## src/rtl/psg_write_arbiter.sv

```systemverilog
// psg_write_arbiter: shares the jt49 write port between the music player and the SFX engine.
// Music writes to SFX-owned channels are shadowed and replayed on release. PSG_ARB_STATS_EN adds drop_count.
module psg_write_arbiter #(
    parameter int WR_HOLD = 2
) (
    input  logic       clk,
    input  logic       reset,
    input  logic       mus_valid,
    input  logic [3:0] mus_reg,
    input  logic [7:0] mus_data,
    output logic       mus_ready,
    input  logic       sfx_valid,
    input  logic [3:0] sfx_reg,
    input  logic [7:0] sfx_data,
    output logic       sfx_ready,
    input  logic [2:0] sfx_own,
    output logic [3:0] psg_addr,
    output logic [7:0] psg_data,
    output logic       psg_wr
`ifdef PSG_ARB_STATS_EN
    ,
    output logic [7:0] drop_count
`endif
);

    localparam int CW = (WR_HOLD > 1) ? $clog2(WR_HOLD) : 1;
    localparam logic [CW-1:0] HOLD_LAST = CW'(WR_HOLD - 1);
    localparam logic [CW-1:0] HOLD_ONE  = CW'(1);

    typedef enum logic [0:0] {
        ST_IDLE  = 1'b0,
        ST_WRITE = 1'b1
    } state_t;

    // Registers of each channel: A={0,1,8}, B={2,3,9}, C={4,5,10}.
    function automatic logic [15:0] chan_regs(input logic [2:0] ch);
        logic [15:0] m;
        m = 16'h0000;
        if (ch[0]) m = m | 16'h0103;
        else       m = m;
        if (ch[1]) m = m | 16'h020C;
        else       m = m;
        if (ch[2]) m = m | 16'h0430;
        else       m = m;
        return m;
    endfunction

    function automatic logic [7:0] mixer_mask(input logic [2:0] ch);
        logic [7:0] m;
        m = 8'h00;
        if (ch[0]) m = m | 8'h09;
        else       m = m;
        if (ch[1]) m = m | 8'h12;
        else       m = m;
        if (ch[2]) m = m | 8'h24;
        else       m = m;
        return m;
    endfunction

    function automatic logic reg_owned(input logic [3:0] r, input logic [2:0] own);
        logic [15:0] m;
        m = chan_regs(own);
        return m[r];
    endfunction

    function automatic logic [7:0] mix_merge(input logic [7:0] mus_v, input logic [7:0] sfx_v,
                                             input logic [7:0] m);
        return (mus_v & ~m) | (sfx_v & m);
    endfunction

    state_t        state_r;
    logic [CW-1:0] hold_cnt_r;
    logic [7:0]    shadow_r [16];
    logic [7:0]    sfx7_r;
    logic [15:0]   pending_r;
    logic [2:0]    own_q_r;

    logic [2:0]    rise_s;
    logic [2:0]    fall_s;
    logic [7:0]    mix_m_s;
    logic [15:0]   pend_eff_s;
    logic [15:0]   pend_next_s;
    logic          idle_s;
    logic          replay_go_s;
    logic          sfx_go_s;
    logic          mus_go_s;
    logic [3:0]    replay_idx_s;
    logic [7:0]    replay_data_s;
    logic          mus_fwd_s;
    logic          sfx_fwd_s;
    logic [7:0]    mus_out_s;
    logic [7:0]    sfx_out_s;

    assign rise_s  = sfx_own & ~own_q_r;
    assign fall_s  = ~sfx_own & own_q_r;
    assign mix_m_s = mixer_mask(sfx_own);

    // A channel re-claimed before its replay no longer needs it; reg 7 stays pending.
    assign pend_eff_s  = pending_r & ~chan_regs(rise_s);
    assign idle_s      = (state_r == ST_IDLE) && !reset;
    assign replay_go_s = idle_s && (pend_eff_s != 16'h0000);
    assign sfx_go_s    = idle_s && (pend_eff_s == 16'h0000) && sfx_valid;
    assign mus_go_s    = idle_s && (pend_eff_s == 16'h0000) && !sfx_valid && mus_valid;
    assign sfx_ready   = sfx_go_s;
    assign mus_ready   = mus_go_s;

    assign pend_next_s = (pend_eff_s & ~(replay_go_s ? (16'h0001 << replay_idx_s) : 16'h0000))
                       | chan_regs(fall_s)
                       | ((fall_s != 3'b000) ? 16'h0080 : 16'h0000)
                       | (((own_q_r != 3'b000) && (sfx_own == 3'b000)) ? 16'h0040 : 16'h0000);

    assign mus_fwd_s = !(reg_owned(mus_reg, sfx_own) || ((mus_reg == 4'd6) && (sfx_own != 3'b000)));
    assign sfx_fwd_s = (sfx_reg == 4'd7) || reg_owned(sfx_reg, sfx_own)
                     || ((sfx_reg == 4'd6) && (sfx_own != 3'b000));
    assign mus_out_s = (mus_reg == 4'd7) ? mix_merge(mus_data, sfx7_r, mix_m_s) : mus_data;
    assign sfx_out_s = (sfx_reg == 4'd7) ? mix_merge(shadow_r[7], sfx_data, mix_m_s) : sfx_data;

    // Lowest pending register index wins the replay slot.
    always_comb begin
        replay_idx_s = 4'd0;
        for (int i = 15; i >= 0; i--) begin
            if (pend_eff_s[i]) replay_idx_s = 4'(i);
            else               replay_idx_s = replay_idx_s;
        end
    end

    assign replay_data_s = (replay_idx_s == 4'd7) ? mix_merge(shadow_r[7], sfx7_r, mix_m_s)
                                                  : shadow_r[replay_idx_s];

    // Shadow state, ownership tracking, replay mask and the write-strobe FSM.
    always_ff @(posedge clk) begin
        if (reset) begin
            state_r    <= ST_IDLE;
            hold_cnt_r <= '0;
            sfx7_r     <= 8'd0;
            pending_r  <= 16'h0000;
            own_q_r    <= 3'b000;
            psg_addr   <= 4'd0;
            psg_data   <= 8'd0;
            psg_wr     <= 1'b0;
            for (int i = 0; i < 16; i++) shadow_r[i] <= 8'd0;
        end else begin
            own_q_r   <= sfx_own;
            pending_r <= pend_next_s;
            if (mus_go_s) shadow_r[mus_reg] <= mus_data;
            if (sfx_go_s && (sfx_reg == 4'd7)) sfx7_r <= sfx_data;
            case (state_r)
                ST_IDLE: begin
                    if (replay_go_s) begin
                        psg_addr   <= replay_idx_s;
                        psg_data   <= replay_data_s;
                        psg_wr     <= 1'b1;
                        hold_cnt_r <= '0;
                        state_r    <= ST_WRITE;
                    end else if (sfx_go_s && sfx_fwd_s) begin
                        psg_addr   <= sfx_reg;
                        psg_data   <= sfx_out_s;
                        psg_wr     <= 1'b1;
                        hold_cnt_r <= '0;
                        state_r    <= ST_WRITE;
                    end else if (mus_go_s && mus_fwd_s) begin
                        psg_addr   <= mus_reg;
                        psg_data   <= mus_out_s;
                        psg_wr     <= 1'b1;
                        hold_cnt_r <= '0;
                        state_r    <= ST_WRITE;
                    end else begin
                        psg_wr  <= 1'b0;
                        state_r <= ST_IDLE;
                    end
                end
                ST_WRITE: begin
                    if (hold_cnt_r == HOLD_LAST) begin
                        psg_wr  <= 1'b0;
                        state_r <= ST_IDLE;
                    end else begin
                        hold_cnt_r <= hold_cnt_r + HOLD_ONE;
                    end
                end
                default: begin
                    psg_wr  <= 1'b0;
                    state_r <= ST_IDLE;
                end
            endcase
        end
    end

`ifdef PSG_ARB_STATS_EN
    logic drop_s;
    assign drop_s = (sfx_go_s && !sfx_fwd_s) || (mus_go_s && !mus_fwd_s);

    // Saturating count of accepted writes that never reached the PSG.
    always_ff @(posedge clk) begin
        if (reset) begin
            drop_count <= 8'd0;
        end else if (drop_s && (drop_count != 8'hFF)) begin
            drop_count <= drop_count + 8'd1;
        end else begin
            drop_count <= drop_count;
        end
    end
`endif

endmodule

```

## config.mk

```make
export PLATFORM = sky130hd
export DESIGN_NAME = psg_write_arbiter
export DESIGN_NICKNAME = d
export VERILOG_FILES = /design/src/rtl/psg_write_arbiter.sv
export SDC_FILE = /design/constraint.sdc
export NUM_CORES = 1
export LEC_CHECK = 0
export ABC_AREA = 1
export ABC_CLOCK_PERIOD_IN_PS = 7500
export BUFFER_PORTS_ARGS = -buffer_cell sky130_fd_sc_hd__buf_2
export CAP_MARGIN = 20
export CORE_ASPECT_RATIO = 1.2
export CORE_MARGIN = 5
export CORE_UTILIZATION = 35
export DETAILED_ROUTE_END_ITERATION = 8
export PLACE_DENSITY_LB_ADDON = 0.1
export SYNTH_ARGS = -nofsm -noshare
export SYNTH_HDL_FRONTEND = slang
export SYNTH_SLANG_ARGS = --single-unit
export TNS_END_PERCENT = 5
```

## constraint.sdc

```tcl
create_clock -name clk -period 7.5 [get_ports clk]
set_input_delay 2.25 -clock clk [delete_from_list [all_inputs] [get_ports clk]]
set_output_delay 2.25 -clock clk [all_outputs]
set_load 0.01 [all_outputs]
```

# Yosys cells after proc, flatten, opt, wreduce, memory -nomap -nowiden
# Memory sizes are Yosys's and may differ from the RTL's.
# Cells that the tools add are included.
# W data, S select, Z words.
# totals
ramBits,128
register_bits,42
wordCells,131
latchBits,0
romBits,0
out_inout_bits,15
in_bits,31
mem_count,1
# mem_list
name,words,word_bits,rd,rd_clocked_by_memory_dff,write_ports,line,rtl
shadow_r,16,8,2,0,16,73,logic [7:0] shadow_r [16];
# classes
n_addsub,1
n_shift,1
reduce_logical,27
bitwise,20
n_eq_ne,7
div_mod_pow,0
n_mul,0
mux,64
order_cmp,2
# op_table
operator,n
$mux W4,21
$mux W8,8
$mux W11,3
$and A16 B16 Y16,2
$not A16 Y16,2
$mux W10,3
$mux W9,3
$or A8 B8 Y8,3
$eq A4 B3 Y1 const B,5
$mux W1,17
$and A8 B6 Y8,2
$and A8 B8 Y8,2
$logic_not A16 Y1,1
$mux W16,1
$or A16 B16 Y16,1
$or A16 B7 Y16,1
$or A16 B8 Y16,1
$reduce_bool A16 Y1,1
$shl A1 B4 Y16 const A,1
$logic_and A1 B1 Y1,12
$reduce_bool A3 Y1,4
$lt A4 B5 Y1 const B,2
$bmux W1 S4,2
$not A6 Y8,1
other kinds (15),23

# Logic depth before layout (Yosys ltp)
# depth
depth_word,30
mapped_depth,24

# Least setup slack after synthesis
# No wires, ideal clock.
# synth_path
path_kind,input-to-output
from,in sfx_own[1]
to,out mus_ready
path_buffers,0
arrival_ns,3.413
cell_stages,11
required_ns,5.250
path_slack_ns,1.837
path_cell_list,inv_2 or2_4 nand2_1 inv_2 nor2_4 nand3_2 nor2_2 inv_2 nor2_4 nand4_2 inv_2
# synth_via
elab_chain_len,9
# synth_lines
item,line,rtl
from (decl),16,"input logic [2:0] sfx_own,"
$and A3 B3 Y3,94,assign rise_s = sfx_own & ~own_q_r;
$mux W10,41,if (ch[1]) m = m | 16'h020C;
$mux W11,43,if (ch[2]) m = m | 16'h0430;
$not A16 Y16,99,assign pend_eff_s = pending_r & ~chan_regs(rise_s);
$and A16 B16 Y16,99,
$logic_not A16 Y1,103,assign mus_go_s = idle_s && (pend_eff_s == 16'h0000) && !sfx_valid && mus_valid;
$logic_and A1 B1 Y1 (3 in series),103,
to (decl),11,"output logic mus_ready,"
# Every way passes these cells.

# Worst setup path after layout
# layout_path
from,in sfx_own[0]
to,out mus_ready
# layout_via
elab_chain_len,10
# layout_lines
item,line,rtl
$and A3 B3 Y3,94,
$mux W9,39,if (ch[0]) m = m | 16'h0103;
$mux W10,41,
$mux W11,43,
$not A16 Y16,99,
$and A16 B16 Y16,99,
$logic_not A16 Y1,103,
$logic_and A1 B1 Y1 (3 in series),103,
# Every way passes these cells.

==> summary.log <==
qor: worst_setup_path.worst_ep_required_time 5.25 ns
qor: pwr.internal_power 0.00165 W
qor: sta.worst_hold_slack 0.466 ns
qor: pwr.max-vdd-ir-drop 0.000157 V
qor: grt.first_global_vias 6754
qor: die.boundary_pins 46
qor: routing.vias_after_detailed_routing 7042
qor: sta.grt_setup_unrepaired no
qor: clocking.cts_hold_buffers 0
qor: grt.overflow 0
qor: die.initial_utilization 35.2%
qor: routing.detail_route.wirelength 27300 um
qor: synth.postSynthCellCount 978
qor: synth.synthesis.yosys.warnings 0
qor: sta.post_route_clock_period_utilization 83.3%
qor: clocking.cts.htree.levels 4
qor: sta.timing.fmax 0.160 GHz
qor: worst_setup_path.critical_path.startpoint_type primary input
qor: cells_and_area.syn_to_final_growth 12.8%
qor: synth.synth.yosys.seq_area_share 55.4%
qor: pwr.leakagePower 3.97 nW
qor: sta.fin_worst_skew 0.0333 ns
qor: sta.fin_crit 6.25 ns
qor: synth.syn_area_per_cell 8.57 sq um
qor: sta.report.final.setup_viol 0
qor: worst_setup_path.worst_ep_arrival_time 4.00 ns
qor: routing.drtPass1Iterations 6
qor: clocking.post_cts_setup_buffer_count 0
qor: clocking.clkLatencyLatePin 0.44 ns
qor: synth.post_synth_design_cell_area 8390 sq um
qor: pwr.pwr-share-seq 44.7%
qor: grt.grt_antenna_before_repair 0
qor: grt.grt_pass1_wl 41000 um
qor: synth.synth_cell_types 45
qor: synth.synth_fp_nets 1009
qor: die.fp-row-count 62
qor: worst_setup_path.critPathKind in -> out
qor: worst_setup_path.crit_path_max_fanout 22
qor: worst_setup_path.rrSetupSlack 3.67 ns
qor: clocking.cts_repair_resize_count 0
qor: routing.route.detailed.wl_per_inst 20.3 um
qor: synth.yosys_register_bits 168
qor: cells_and_area.final_core_util 39.7%
qor: clocking.tritoncts.num_buffers 17
qor: routing.drcViolationCount 0
qor: pwr.power.switching_fraction 31.6%
qor: worst_hold_path.timing.hold.worst.class reg -> reg
qor: die.die_height 180 um
qor: die.core_area 23800 sq um
qor: pwr.power_frac_clock 36.8%
qor: sta.fin_setup_tns 0 ns
qor: status.status finished clean
qor: clocking.ctsRootBufferMaster clkbuf_16
qor: sta.worst_pin_slew 0.854 ns
qor: clocking.cts.path.max_buffers 2
qor: place.hpwl 18900 um
qor: worst_setup_path.critical_path_end_type primary output
qor: clocking.cts.reportedPaths.clkPinSlew 0.07 ns
qor: routing.final_antenna_net_count 0
qor: die.die_area 27200 sq um
qor: place.gp_congestion 0.881
qor: clocking.numClockSinks 168
qor: pwr.switching_power 0.000762 W
qor: sta.final-hold-violation-count 0
qor: cells_and_area.design.final.nets 1041
qor: cells_and_area.insertedDiodeCount 0
qor: routing.post_drt_via_cell_ratio 5.24
qor: sta.count_of_pins_over_their_slew_limit 0
qor: sta.slew-limit-headroom 43.0%
qor: clocking.tritoncts_clock_tree built
qor: job.max_cap_viol_count 0
qor: cells_and_area.drive_above_1_share 12.7%
qor: routing.detail_route.iter0.violations 624
qor: grt.track_usage 20.2%
qor: die.dieWidth 151 um
qor: pwr.power_per_cell_area 255 nW/um^2
qor: place.buffer_ports.inserted 45
qor: pwr.comb_power_share 18.6%
qor: grt.grt_start_max_net_pins 48
==> power by group through the flow <==
stage	sequential [W]	combinational, W	clock (W)
floorplan	0.00110	0.000277	0
global placement	0.00110	0.000450	0
detailed placement	0.00110	0.000450	0
CTS	0.00108	0.000451	0.000901
global route	0.00108	0.000494	0.000940
finish	0.00108	0.000447	0.000886
==> worst max-delay path: stages <==
cell,delay (ns)
buf_2,0.15
inv_2,0.10
or2_1,0.26
nand2_1,0.07
buf_4,0.28
nand3_2,0.15
nor2_2,0.14
inv_2,0.06
nor2_4,0.12
nand4_2,0.16
inv_2,0.11
buf_2,0.14
==> path summary, 6_finish.rpt <==
check / end / depth (start not counted) / startpoint
worst max register to register: pending_r[4] / 17 / own_q_r[1]
worst min register to register: psg_wr / 1 / psg_wr
worst max-delay path: mus_ready / 12 / sfx_own[0]
worst min-delay path: psg_wr / 1 / psg_wr
==> cells by family (layout without fill, tap and decap cells) <==
kind of cell	count (synthesis)	count (layout)	share of synthesized area, %
AO/OA/AOI/OAI	112	112	7.74
buffers and inverters	141	186	7.01
flip-flops	168	168	55.4
multiplexers	5	5	0.671
AND/OR/NAND/NOR	552	552	29.2
==> per-stage QoR <==
stage	area (sq um)	cells	total power [W]	setup WS [ns]
after global routing	9460	1343	0.00251	1.12
final	9460	1343	0.00241	1.25
after global placement	8880	1311	0.00155	1.31
after detailed placement	8880	1311	0.00155	1.25
after floorplan	8390	978	0.00138	1.84
after CTS	9460	1343	0.00243	1.25
==> cells in the mapped netlist <==
master    number  area share [%]
mux2_2         5            0.67
o22ai_1        3            0.22
o211ai_1       8            0.72
dfxtp_1       40             9.5
buf_4          3            0.27
nand3_2        1            0.12
or2_1          2            0.15
nand2_2        6            0.45
clkinv_1       9            0.40
nor2_2         1           0.075
nor3_2         3            0.36
a31oi_1        6            0.45
o31ai_1        1           0.090
and3_1         1           0.075
a211oi_1       2            0.18
a41oi_1        1            0.10
nor3_1         5            0.30
o21ai_0       29             1.7
clkbuf_1      18            0.81
nand2_4        2            0.27
o21bai_1       3            0.27
nand2_1      163             7.3
nor2_8         1            0.24
inv_1         75             3.4
buf_2         14            0.84
o21ai_1       11            0.66
edfxtp_1     128              46
or2_0          1           0.075
or2_4          1            0.10
o221ai_2       1            0.18
o221ai_1       5            0.52
nand3b_1       1           0.090
inv_2         13            0.58
o311ai_0       1            0.10
nor2_1       215             9.6
nand4_1       31             2.3
a21oi_1       39             2.3
o21a_1         1           0.090
nand4_2        1            0.15
buf_6          4            0.54
nand3_4        1            0.21
a21oi_2        1            0.10
buf_1          5            0.22
nand3_1      111             6.6
nor2_4         5            0.67
==> final cells by class <==
type / instances / area [sq um]
inverters: 97 / 364
clock buffers: 20 / 479
repair buffers: 57 / 315
clock inverters: 12 / 103
multi-input cells: 669 / 3150
flip-flops and latches: 168 / 4640
well taps: 320 / 400
fillers: 2493 / 14400
==> metal layers <==
layer | up-vias | part of all wire [%] | GRT usage (%)
met3 | 36 | 5.2 | 2.85
met2 | 234 | 52 | 35.0
met1 | 3404 | 41 | 26.1
li1 | 3368 | - | -
met5 | - | 0 | 0
met4 | 0 | 2.0 | 6.06
==> sequential cells by signal, indices dropped and copies added, names as in the netlist <==
register	count
shadow_r	128
pending_r	16
psg_data	8
sfx7_r	6
psg_addr	4
own_q_r	3
hold_cnt_r	1
psg_wr	1
state_r	1
==> layout by cell type (no fill, tap or decap), types with 5 or more instances in the layout <==
cell	count
inv_1	75
buf_4	12
dfxtp_1	40
o211ai_1	8
nand2_2	6
o21ai_1	11
buf_2	45
nand3_1	111
mux2_2	5
inv_6	6
nor2_1	215
clkinv_1	9
nor3_1	5
clkbuf_16	19
a21oi_1	39
inv_2	13
edfxtp_1	128
nand2_1	163
o221ai_1	5
nand4_1	31
a31oi_1	6
nor2_4	5
o21ai_0	29
(Power assumes the default switching activity.)
